## src/rtl/fetch_ctrl.sv

```systemverilog
// fetch_ctrl: PC sequencing and one-at-a-time instruction fetch with a one-entry decode slot.
// Ports: clk/rst (sync active-high reset); redirect_valid/redirect_pc restart fetch at a new target;
//    imem_req/imem_addr/imem_ack/imem_rdata form the instruction-memory handshake;
//    if_valid/if_pc/if_pc4/if_inst present the slot to decode, consumed when id_ready is high.
// Optional macro FETCH_STATS_EN adds stat_fetched/stat_dropped saturating counters.
module fetch_ctrl #(
   parameter logic [31:0] RESET_PC = 32'h0000_0000,
   parameter int          XLEN     = 32
) (
   input  logic            clk,
   input  logic            rst,
   input  logic            redirect_valid,
   input  logic [XLEN-1:0] redirect_pc,
   output logic            imem_req,
   output logic [XLEN-1:0] imem_addr,
   input  logic            imem_ack,
   input  logic [XLEN-1:0] imem_rdata,
   output logic            if_valid,
   output logic [XLEN-1:0] if_pc,
   output logic [XLEN-1:0] if_pc4,
   output logic [XLEN-1:0] if_inst,
   input  logic            id_ready
`ifdef FETCH_STATS_EN
   ,
   output logic [31:0]     stat_fetched,
   output logic [31:0]     stat_dropped
`endif
);
   typedef enum logic {S_REQ, S_HOLD} state_t;
   state_t          state_q, state_d;
   logic [XLEN-1:0] pc_q, pc_d, pend_pc_q, pend_pc_d, if_pc_q, if_pc_d, if_inst_q, if_inst_d, rpc;
   logic            pend_q, pend_d, if_valid_q, if_valid_d, drop;
   assign rpc       = redirect_pc & ~XLEN'(3);
   assign imem_req  = (state_q == S_REQ) && !rst;
   assign imem_addr = pc_q;
   assign if_valid  = if_valid_q;
   assign if_pc     = if_pc_q;
   assign if_pc4    = if_pc_q + XLEN'(4);
   assign if_inst   = if_inst_q;
   always_comb begin
      state_d    = state_q;
      pc_d       = pc_q;
      pend_d     = pend_q;
      pend_pc_d  = pend_pc_q;
      if_valid_d = if_valid_q;
      if_pc_d    = if_pc_q;
      if_inst_d  = if_inst_q;
      drop       = 1'b0;
      if (state_q == S_REQ) begin
         if (imem_ack) begin
            // A redirect seen now or earlier makes this response stale; the newest target wins.
            if (redirect_valid || pend_q) begin
               pc_d   = redirect_valid ? rpc : pend_pc_q;
               pend_d = 1'b0;
               drop   = 1'b1;
            end else begin
               if_valid_d = 1'b1;
               if_pc_d    = pc_q;
               if_inst_d  = imem_rdata;
               pc_d       = pc_q + XLEN'(4);
               state_d    = S_HOLD;
            end
         end else if (redirect_valid) begin
            // The outstanding request cannot be withdrawn, so remember where to go once it returns.
            pend_d    = 1'b1;
            pend_pc_d = rpc;
         end
      end else if (redirect_valid || id_ready) begin
         if_valid_d = 1'b0;
         state_d    = S_REQ;
         pc_d       = redirect_valid ? rpc : pc_q;
      end
   end
   always_ff @(posedge clk) begin
      if (rst) begin
         state_q    <= S_REQ;
         pc_q       <= RESET_PC;
         pend_q     <= 1'b0;
         pend_pc_q  <= '0;
         if_valid_q <= 1'b0;
         if_pc_q    <= '0;
         if_inst_q  <= '0;
      end else begin
         state_q    <= state_d;
         pc_q       <= pc_d;
         pend_q     <= pend_d;
         pend_pc_q  <= pend_pc_d;
         if_valid_q <= if_valid_d;
         if_pc_q    <= if_pc_d;
         if_inst_q  <= if_inst_d;
      end
   end
`ifdef FETCH_STATS_EN
   logic [31:0] stat_fetched_q, stat_fetched_d, stat_dropped_q, stat_dropped_d;
   logic        fetched;
   assign fetched      = if_valid_q && id_ready && !redirect_valid;
   assign stat_fetched = stat_fetched_q;
   assign stat_dropped = stat_dropped_q;
   always_comb begin
      stat_fetched_d = (fetched && stat_fetched_q != '1) ? stat_fetched_q + 32'd1 : stat_fetched_q;
      stat_dropped_d = (drop && stat_dropped_q != '1) ? stat_dropped_q + 32'd1 : stat_dropped_q;
   end
   always_ff @(posedge clk) begin
      if (rst) begin
         stat_fetched_q <= '0;
         stat_dropped_q <= '0;
      end else begin
         stat_fetched_q <= stat_fetched_d;
         stat_dropped_q <= stat_dropped_d;
      end
   end
`else
   logic unused_drop;
   assign unused_drop = drop;
`endif
endmodule
```

## config.mk

```make
export PLATFORM = sky130hd
export DESIGN_NAME = fetch_ctrl
export DESIGN_NICKNAME = d
export VERILOG_FILES = /design/src/rtl/fetch_ctrl.sv
export SDC_FILE = /design/constraint.sdc
export NUM_CORES = 1
export LEC_CHECK = 0
export CELL_PAD_IN_SITES_DETAIL_PLACEMENT = 1
export CELL_PAD_IN_SITES_GLOBAL_PLACEMENT = 1
export CORE_AREA = 2 2 137 139
export DETAILED_ROUTE_END_ITERATION = 8
export DIE_AREA = 0 0 139 141
export PLACE_DENSITY_LB_ADDON = 0.25
export RECOVER_POWER = 100
export SETUP_SLACK_MARGIN = 0.1
export SLEW_MARGIN = 20
export SYNTH_ARGS = -nofsm -noshare
export SYNTH_HDL_FRONTEND = slang
export SYNTH_SLANG_ARGS = --single-unit
```

## constraint.sdc

```tcl
create_clock -name clk -period 5.2 [get_ports clk]
set_input_delay 0.52 -clock clk [delete_from_list [all_inputs] [get_ports clk]]
set_output_delay 0.52 -clock clk [all_outputs]
set_load 0.02 [all_outputs]
```

==> impl_metrics.yaml, run 1 <==
sta:
  skew_ns: 0.0113
  finalSetupTns_ns: 0
  worstMarginPinSlew_ns: 1.92
  setup_viol: 0
  period_needed_ns: 4.21
  worst_slack_ns: 0.991
  relSlewSlack: -0.287
  hold_slack_ns: 0.450
  timing.final.crit_share: 0.809
  rsz0062_at_grt: "no"
  report.final.hold_viol_count: 0
  slew_violations: 114
  fmax_mhz: 238
synth:
  ys_seq_elements: 131
  netlist.area_leader.share: 0.410
  syn_nets: 941
  yosys.cell_types.count: 61
  synth.avg_cell_area_um2: 7.35
  ys_seq_area_frac: 0.410
  synth-edff-count: 0
  syn_inst: 870
  synth_top_area_cell: "dfxtp_1"
  synth_area_um2: 6400
  ys_warn_count: 0
  synth_ff_type: "dfxtp_1"
  ys_async_sr_fraction: 0
  synth_area_leaders: "dfxtp_1 (41%), nand2_1 (13%), a21oi_1 (10%)"
routing:
  first_iter_violations: 376
  first_pass_iters: 5
  num_vias: 6794
  drt-total-wl_um: 23200
  drc_errors: 0
  ant_nets: 0
  routedWlPerCell_um: 18.2
  vias_per_cell: 5.32
final_layout:
  fin_cells: 1278
  area_growth_pct: 41.6
  n_antenna_cell: 0
  drive_above_1_share: 0.0479
  final_nets: 1102
  final_cell_area_um2: 9060
  final_core_util: 0.496
global_routing:
  grt_usage: 0.232
  first_global_vias: 6575
  grt_overflow_total: 0
  grt_pass1_wl_um: 36600
  antenna_found_initial: 0
  grt_max_degree: 79
power:
  p_per_area_nw_per_um2: 319
  power_mw: 2.89
  ir_worst_vdd_mv: 0.237
  p_leak_nw: 3.53
hold_path:
  hold_path.class: "reg2reg"
  hold_start: "if_inst[15]$_SDFFE_PP0P_"
critical_path:
  crit_buf_inv: 1
  r2r-start: "state_q$_SDFF_PP0_"
  cp-startpoint: "if_pc[8]$_SDFFE_PP0P_"
  critPathKind: "reg2out"
  crit_chain: "and4_1 > nand4_2 > nor4_1 > nand4_1 > xnor2_1 > clkdlybuf4s50_1"
  arrival_ns: 3.69
  cp.required_ns: 4.68
  crit_family: "simple AND/OR/NAND/NOR gates"
  slowest_stage: "nor4_1"
  end_kind: "output port"
  critical_path.max_stage_delay_ns: 1.19
  cp_max_fo: 8
  cp-start-kind: "flop"
status:
  violations: "capacitance limit, slew limit"
  status: "complete, but fails checks"
clocking:
  ctsLongestPathBuffers: 2
  path_clk_slew_ns: 0.06
  cts_buffers: 17
  post_cts_buffers: 0
  cts-root-buf: "clkbuf_16"
  cts_tree: "done"
  clk_latency_ns: 0.43
  cts_hold_buffers: 0
  post_cts_resized: 0
  ctsHtreeMaxLevel: 4
  clock-sinks: 131
place:
  place_area_um2: 8460
  place_congestion: 0.785
  io_buffers: 196
  place_ws_ns: 1.74
  dpl.cell_count: 1246
  dp_hpwl_um: 16200
floorplan:
  die_y_um: 141
  initial_core_util: 0.350
  die_width_um: 139
  core_area_um2: 18300
  ioPinCount: 199
  core.rowCount: 50
  dieArea_um2: 19600
job:
  maxCapViolations: 3
## worst register-to-register path: cells and delay by family (launching register included)
family	cells	cell delay [ns]
AND/OR/NAND/NOR	3	2.34
flip-flops	1	0.50
buffers and inverters	1	0.49
AO/OA/AOI/OAI	1	0.14
## path summary, 6_finish.rpt
path	slack (ns)	cells after the start	endpoint
setup / recovery	0.99	6	if_pc4[24]
hold / removal	0.45	2	if_inst[15]$_SDFFE_PP0P_
hold reg to reg	0.45	2	if_inst[15]$_SDFFE_PP0P_
setup reg to reg	1.61	5	if_inst[11]$_SDFFE_PP0P_
## power by group
group	leakage, nW	internal [mW]	switching [mW]
Clock	0.312	0.860	0.469
Sequential	1.07	1.06	0.0703
Combinational	2.15	0.180	0.253
## synth_stat cells (all sizes together), types with 4 or more instances
| cell | instances |
|---|---|
| nand4 | 19 |
| inv | 10 |
| clkbuf | 44 |
| o21ai | 38 |
| buf | 21 |
| dfxtp | 131 |
| nand2 | 229 |
| o32ai | 7 |
| or3 | 6 |
| and4 | 5 |
| a211oi | 6 |
| a21oi | 133 |
| and3 | 12 |
| nand3 | 32 |
| xor2 | 5 |
| xnor2 | 23 |
| o211ai | 5 |
| nor3 | 14 |
| a31oi | 5 |
| nor2 | 66 |
| mux2i | 8 |
| o21a | 4 |
| o311ai | 6 |
| nor4 | 6 |
## area by class of cell
class                   instances  area [um2]
clock inverters                14         210
fillers                      2251        9210
well taps                     234         293
multi-input cells             663        3420
inverters                      11        41.3
repair buffers                207        2030
flip-flops and latches        131        2620
clock buffers                  18         439
## sequential cells by signal, indices dropped and copies added, names as in the netlist
name,count
pend_pc_q,32
if_pc,32
pend_q,1
if_valid,1
state_q,1
if_inst,32
imem_addr,32
## layer usage
layer,track usage,part of all wire,vias to the layer above
met5,0,0,-
met4,0.0649,0.015,0
met3,0.0377,0.036,27
met2,0.383,0.48,161
met1,0.316,0.47,3268
li1,-,-,3338
## cell usage in the layout (no fill, tap or decap), types with 6 or more instances in the layout
cell / netlist / routed
clkbuf_16: 0 / 17
and3_1: 11 / 11
nor2_1: 66 / 66
o311ai_0: 6 / 6
nand4_1: 18 / 18
nand2_1: 229 / 228
xnor2_1: 23 / 23
buf_4: 5 / 8
a211oi_1: 6 / 6
nand3_1: 31 / 31
mux2i_1: 8 / 8
a21oi_1: 133 / 133
or3_1: 6 / 6
clkdlybuf4s50_1: 0 / 73
o21ai_0: 35 / 37
dfxtp_1: 131 / 131
nor3_1: 13 / 14
o32ai_1: 7 / 7
dlygate4sd3_1: 0 / 122
inv_1: 10 / 10
## cell families after synthesis
family,Yosys count,share of synthesized area
xor+xnor,28,0.0383
fa+ha+maj,2,0.00391
buf+inv,76,0.0514
compound gates,228,0.208
flops,131,0.410
simple gates,397,0.276
mux,8,0.0125
(Power assumes the default switching activity.)
==> inputs of run 2 (changes only) <==
CORE_AREA = 2 2 150 152   (was 2 2 137 139)
DIE_AREA = 0 0 152 154   (was 0 0 139 141)
clock period = 3.7 ns   (was 5.2 ns; I/O delays follow)
==> run 2 against run 1 <==
- the flow now finishes without violations
- sequential power increased by 40%
- combinational power increased by 42%
- critical path type unchanged
- largest power group unchanged
- register-to-register slack got worse by 1.2 ns
- flip-flop and latch count unchanged
- count of clock-buffer cells in the layout increased by 1
==> impl_metrics.yaml, run 2 (synthesized netlist as in run 1, its figures left out) <==
place:
  place_congestion: 0.813
  place_area_um2: 8590
  place_ws_ns: 0.764
  io_buffers: 196
  dp_hpwl_um: 17000
clocking:
  clk_latency_ns: 0.42
  cts-root-buf: "clkbuf_16"
  cts_hold_buffers: 0
  clock-sinks: 131
  cts_tree: "done"
  ctsLongestPathBuffers: 2
  cts_buffers: 17
  post_cts_buffers: 0
  path_clk_slew_ns: 0.06
  ctsHtreeMaxLevel: 4
  post_cts_resized: 0
sta:
  fmax_mhz: 297
  period_needed_ns: 3.37
  hold_slack_ns: 0.431
  slew_violations: 0
  skew_ns: 0.0103
  finalSetupTns_ns: 0
  setup_viol: 0
  rsz0062_at_grt: "no"
  timing.final.crit_share: 0.911
  worstMarginPinSlew_ns: 1.33
  relSlewSlack: 0.115
  worst_slack_ns: 0.328
  report.final.hold_viol_count: 0
floorplan:
  dieArea_um2: 23400
  core_area_um2: 21700
  ioPinCount: 199
  die_y_um: 154
  core.rowCount: 54
  die_width_um: 152
  initial_core_util: 0.295
final_layout:
  final_common_cell: "nand2_1"
  final_cell_area_um2: 9110
  area_growth_pct: 42.4
  drive_above_1_share: 0.0513
  nFillCells: 2631
  final_nets: 1110
  mostFrequentLayoutCells: "nand2_1 (229), a21oi_1 (133), dlygate4sd3_1 (132)"
  n_antenna_cell: 0
routing:
  first_pass_iters: 4
  ant_nets: 0
  routedWlPerCell_um: 17.8
  first_iter_violations: 320
  drt-total-wl_um: 23700
  drc_errors: 0
  vias_per_cell: 5.12
  num_vias: 6823
global_routing:
  grt_usage: 0.201
  grt_pass1_wl_um: 37900
  grt_max_degree: 49
  first_global_vias: 6789
  grt_overflow_total: 0
  antenna_found_initial: 0
critical_path:
  arrival_ns: 3.00
  cp.required_ns: 3.33
  r2r_slack_ns: 0.45
  crit_chain: "and4_1 > nand4_2 > nor4_4 > nand4_1 > xnor2_1 > dlygate4sd3_1"
  critPathKind: "reg2out"
  cp-start-kind: "flop"
  crit_family: "simple AND/OR/NAND/NOR gates"
  crit_buf_inv: 1
  end_kind: "output port"
  critical_path.max_stage_delay_ns: 0.71
  slowest_stage: "dlygate4sd3_1"
  cp_max_fo: 8
power:
  p_per_area_nw_per_um2: 425
  ir_worst_vdd_mv: 0.246
  p_leak_nw: 3.57
  power_mw: 3.87
hold_path:
  hold_path.class: "in2reg"
status:
  status: "finished clean"
job:
  maxCapViolations: 0
## run 2: cell count changes in the layout (fill, tap and decap cells not counted), sizes merged, moves of 2 or more
cell           delta
clkdlybuf4s50    -10
dlygate4sd3      +10
buf               +4
clkbuf            +5
bufinv            -3
clkinv            +2
## run 2: where the power goes
part,switching (mW),leakage (nW),internal [mW]
logic,0.359,2.22,0.255
clock network,0.663,0.283,1.01
registers,0.0964,1.07,1.49
total,1.12,3.57,2.75
## run 2: layer usage
layer	vias to the layer above	track usage	part of all wire
li1	3359	-	-
met5	-	0	0
met2	183	0.319	0.46
met4	0	0.0619	0.013
met3	19	0.0397	0.048
met1	3262	0.275	0.48
## run 2: path summary, 6_finish.rpt
check	start	to	depth (start not counted)
max	if_pc[8]$_SDFFE_PP0P_	if_pc4[24]	6
min	rst	imem_addr[4]$_SDFFE_PP0P_	2
max reg2reg	state_q$_SDFF_PP0_	if_pc[3]$_SDFFE_PP0P_	6
min reg2reg	if_inst[9]$_SDFFE_PP0P_	if_inst[9]$_SDFFE_PP0P_	2
## run 2: area by class of cell
cell class	count	area, um2	share of cell area
Multi-Input combinational cell	663	3440	0.378
Clock inverter	13	135	0.0148
Sequential cell	131	2620	0.288
Inverter	11	41.3	0.00453
Timing Repair Buffer	215	2070	0.228
Clock buffer	19	443	0.0486
Tap cell	280	350	0.0385
## run 2: through the flow
stage | cells | util
global placement | 1300 | 0.396
floorplan | 870 | -
detailed placement | 1300 | 0.396
CTS | 1332 | 0.423
finish | 1332 | 0.420
global route | 1332 | 0.420
==> inputs of run 3 (changes only) <==
CAP_MARGIN = 30   (was unset)
CORE_AREA = 2 2 137 139   (was 2 2 150 152)
DIE_AREA = 0 0 139 141   (was 0 0 152 154)
SKIP_LAST_GASP = 1   (was unset)
clock period = 4.38 ns   (was 3.7 ns; I/O delays follow)
==> run 3 against run 2 <==
- count of clock-buffer cells in the layout is 3 higher
- sequential share of layout area is 0.19 points higher
- hold slack worse by 0.033 ns
- sequential power decreased by 15%
- core utilization rose by 7.5 points
- global-route usage rose by 3.2 points
- critical path depth did not move
- combinational power decreased by 16%
- via count hardly changed
- register-to-register slack better by 0.80 ns
- non-clock buffer count is 3 lower
- clock skew decreased by 0.0035 ns
- critical path type unchanged
==> impl_metrics.yaml, run 3 (synthesized netlist as in run 1, its figures left out) <==
routing:
  first_pass_iters: 4
  first_iter_violations: 317
  drt-total-wl_um: 23100
  drc_errors: 0
  ant_nets: 0
  vias_per_cell: 5.31
  num_vias: 6818
  routedWlPerCell_um: 18.0
clocking:
  cts_buffers: 17
  cts-root-buf: "clkbuf_16"
  post_cts_buffers: 0
  path_clk_slew_ns: 0.06
  cts_tree: "done"
  cts_hold_buffers: 0
  post_cts_resized: 0
  ctsHtreeMaxLevel: 4
  ctsLongestPathBuffers: 2
  clock-sinks: 131
  clk_latency_ns: 0.43
power:
  ir_worst_vdd_mv: 0.299
  p_per_area_nw_per_um2: 362
  p_leak_nw: 3.55
status:
  status: "finished clean"
floorplan:
  initial_core_util: 0.350
  core_area_um2: 18300
  dieArea_um2: 19600
  core.rowCount: 50
  die_width_um: 139
  die_y_um: 141
  ioPinCount: 199
global_routing:
  grt_usage: 0.233
  grt_max_degree: 65
  grt_pass1_wl_um: 36700
  antenna_found_initial: 0
  first_global_vias: 6563
  grt_overflow_total: 0
final_layout:
  final_nets: 1107
  fin_cells: 1283
  drive_above_1_share: 0.0524
  final_common_cell: "nand2_1"
  nFillCells: 2252
  n_antenna_cell: 0
  area_growth_pct: 41.5
  mostFrequentLayoutCells: "nand2_1 (228), a21oi_1 (133), dfxtp_1 (131)"
critical_path:
  arrival_ns: 3.34
  rr_worst_depth: 5
  crit_family: "simple AND/OR/NAND/NOR gates"
  r2r-end: "if_inst[31]$_SDFFE_PP0P_"
  cp.required_ns: 3.94
  cp-start-kind: "flop"
  r2r_slack_ns: 1.25
  end_kind: "output port"
  critPathKind: "reg2out"
  cp_max_fo: 8
  slowest_stage: "nor4_2"
  r2r-start: "state_q$_SDFF_PP0_"
  crit_chain: "and4_1 > nand4_2 > nor4_2 > nand4_1 > xnor2_1 > dlygate4sd3_1"
  crit_buf_inv: 1
  critical_path.max_stage_delay_ns: 0.81
sta:
  report.final.hold_viol_count: 0
  hold_slack_ns: 0.398
  timing.final.crit_share: 0.862
  fmax_mhz: 265
  rsz0062_at_grt: "no"
  setup_viol: 0
  slew_violations: 0
  skew_ns: 0.00672
  period_needed_ns: 3.78
  worstMarginPinSlew_ns: 1.39
  worst_slack_ns: 0.603
  relSlewSlack: 0.0650
  finalSetupTns_ns: 0
place:
  place_ws_ns: 1.34
  dpl.cell_count: 1250
  place_congestion: 0.788
  io_buffers: 196
  dp_hpwl_um: 16300
job:
  maxCapViolations: 0
hold_path:
  hold_path.class: "in2reg"
  hold_start: "rst"
  holdPathEnd: "pend_pc_q[29]$_SDFFE_PP0P_"
  min_path_cells: 2
[run 3: cell count changes in the layout (fill, tap and decap cells not counted), sizes merged]
cell	before	now
dlygate4sd3	132	129
clkinv	9	8
inv	11	10
clkdlybuf4s50	63	66
clkinvlp	2	1
[run 3: power breakdown]
| part | internal [mW] | switching [mW] |
|---|---|---|
| combinational | 0.216 | 0.299 |
| sequential | 1.26 | 0.0846 |
| clock | 0.877 | 0.541 |
| total | 2.35 | 0.925 |
[run 3: final cells by class]
cell class	instances	area (um2)	share of cell area
clock buffer	22	474	0.0524
tap	234	293	0.0324
multi-input combinational	663	3440	0.380
timing repair buffer	212	2070	0.229
inverter	11	41.3	0.00456
sequential	131	2620	0.290
clock inverter	10	106	0.0118
[run 3: worst max-delay path by stage]
stage | cells past startpoint | slack (ns) | endpoint | start
floorplan | 5 | 1.99 | if_pc4[27] | if_pc[8]$_SDFFE_PP0P_
global placement | 6 | 1.42 | if_pc4[27] | if_pc[8]$_SDFFE_PP0P_
detailed placement | 6 | 1.34 | if_pc4[19] | if_pc[8]$_SDFFE_PP0P_
CTS | 6 | 0.85 | if_pc4[29] | if_pc[8]$_SDFFE_PP0P_
global route | 6 | 0.39 | if_pc4[23] | if_pc[8]$_SDFFE_PP0P_
finish | 6 | 0.60 | if_pc4[29] | if_pc[8]$_SDFFE_PP0P_
[run 3: per-layer routing]
metal,track usage,routed length [um]
met5,0,0
met4,0.0712,389
met3,0.0380,963
met2,0.385,11000
met1,0.313,10800
[run 3: through the flow]
step | util | power [mW] | instance area, um2
2_1_floorplan | - | 1.63 | 6400
3_3_place_gp | 0.465 | 1.89 | 8490
3_5_place_dp | 0.465 | 1.90 | 8490
4_1_cts | 0.497 | 3.32 | 9070
5_1_grt | 0.495 | 3.41 | 9050
6_report | 0.495 | 3.27 | 9050
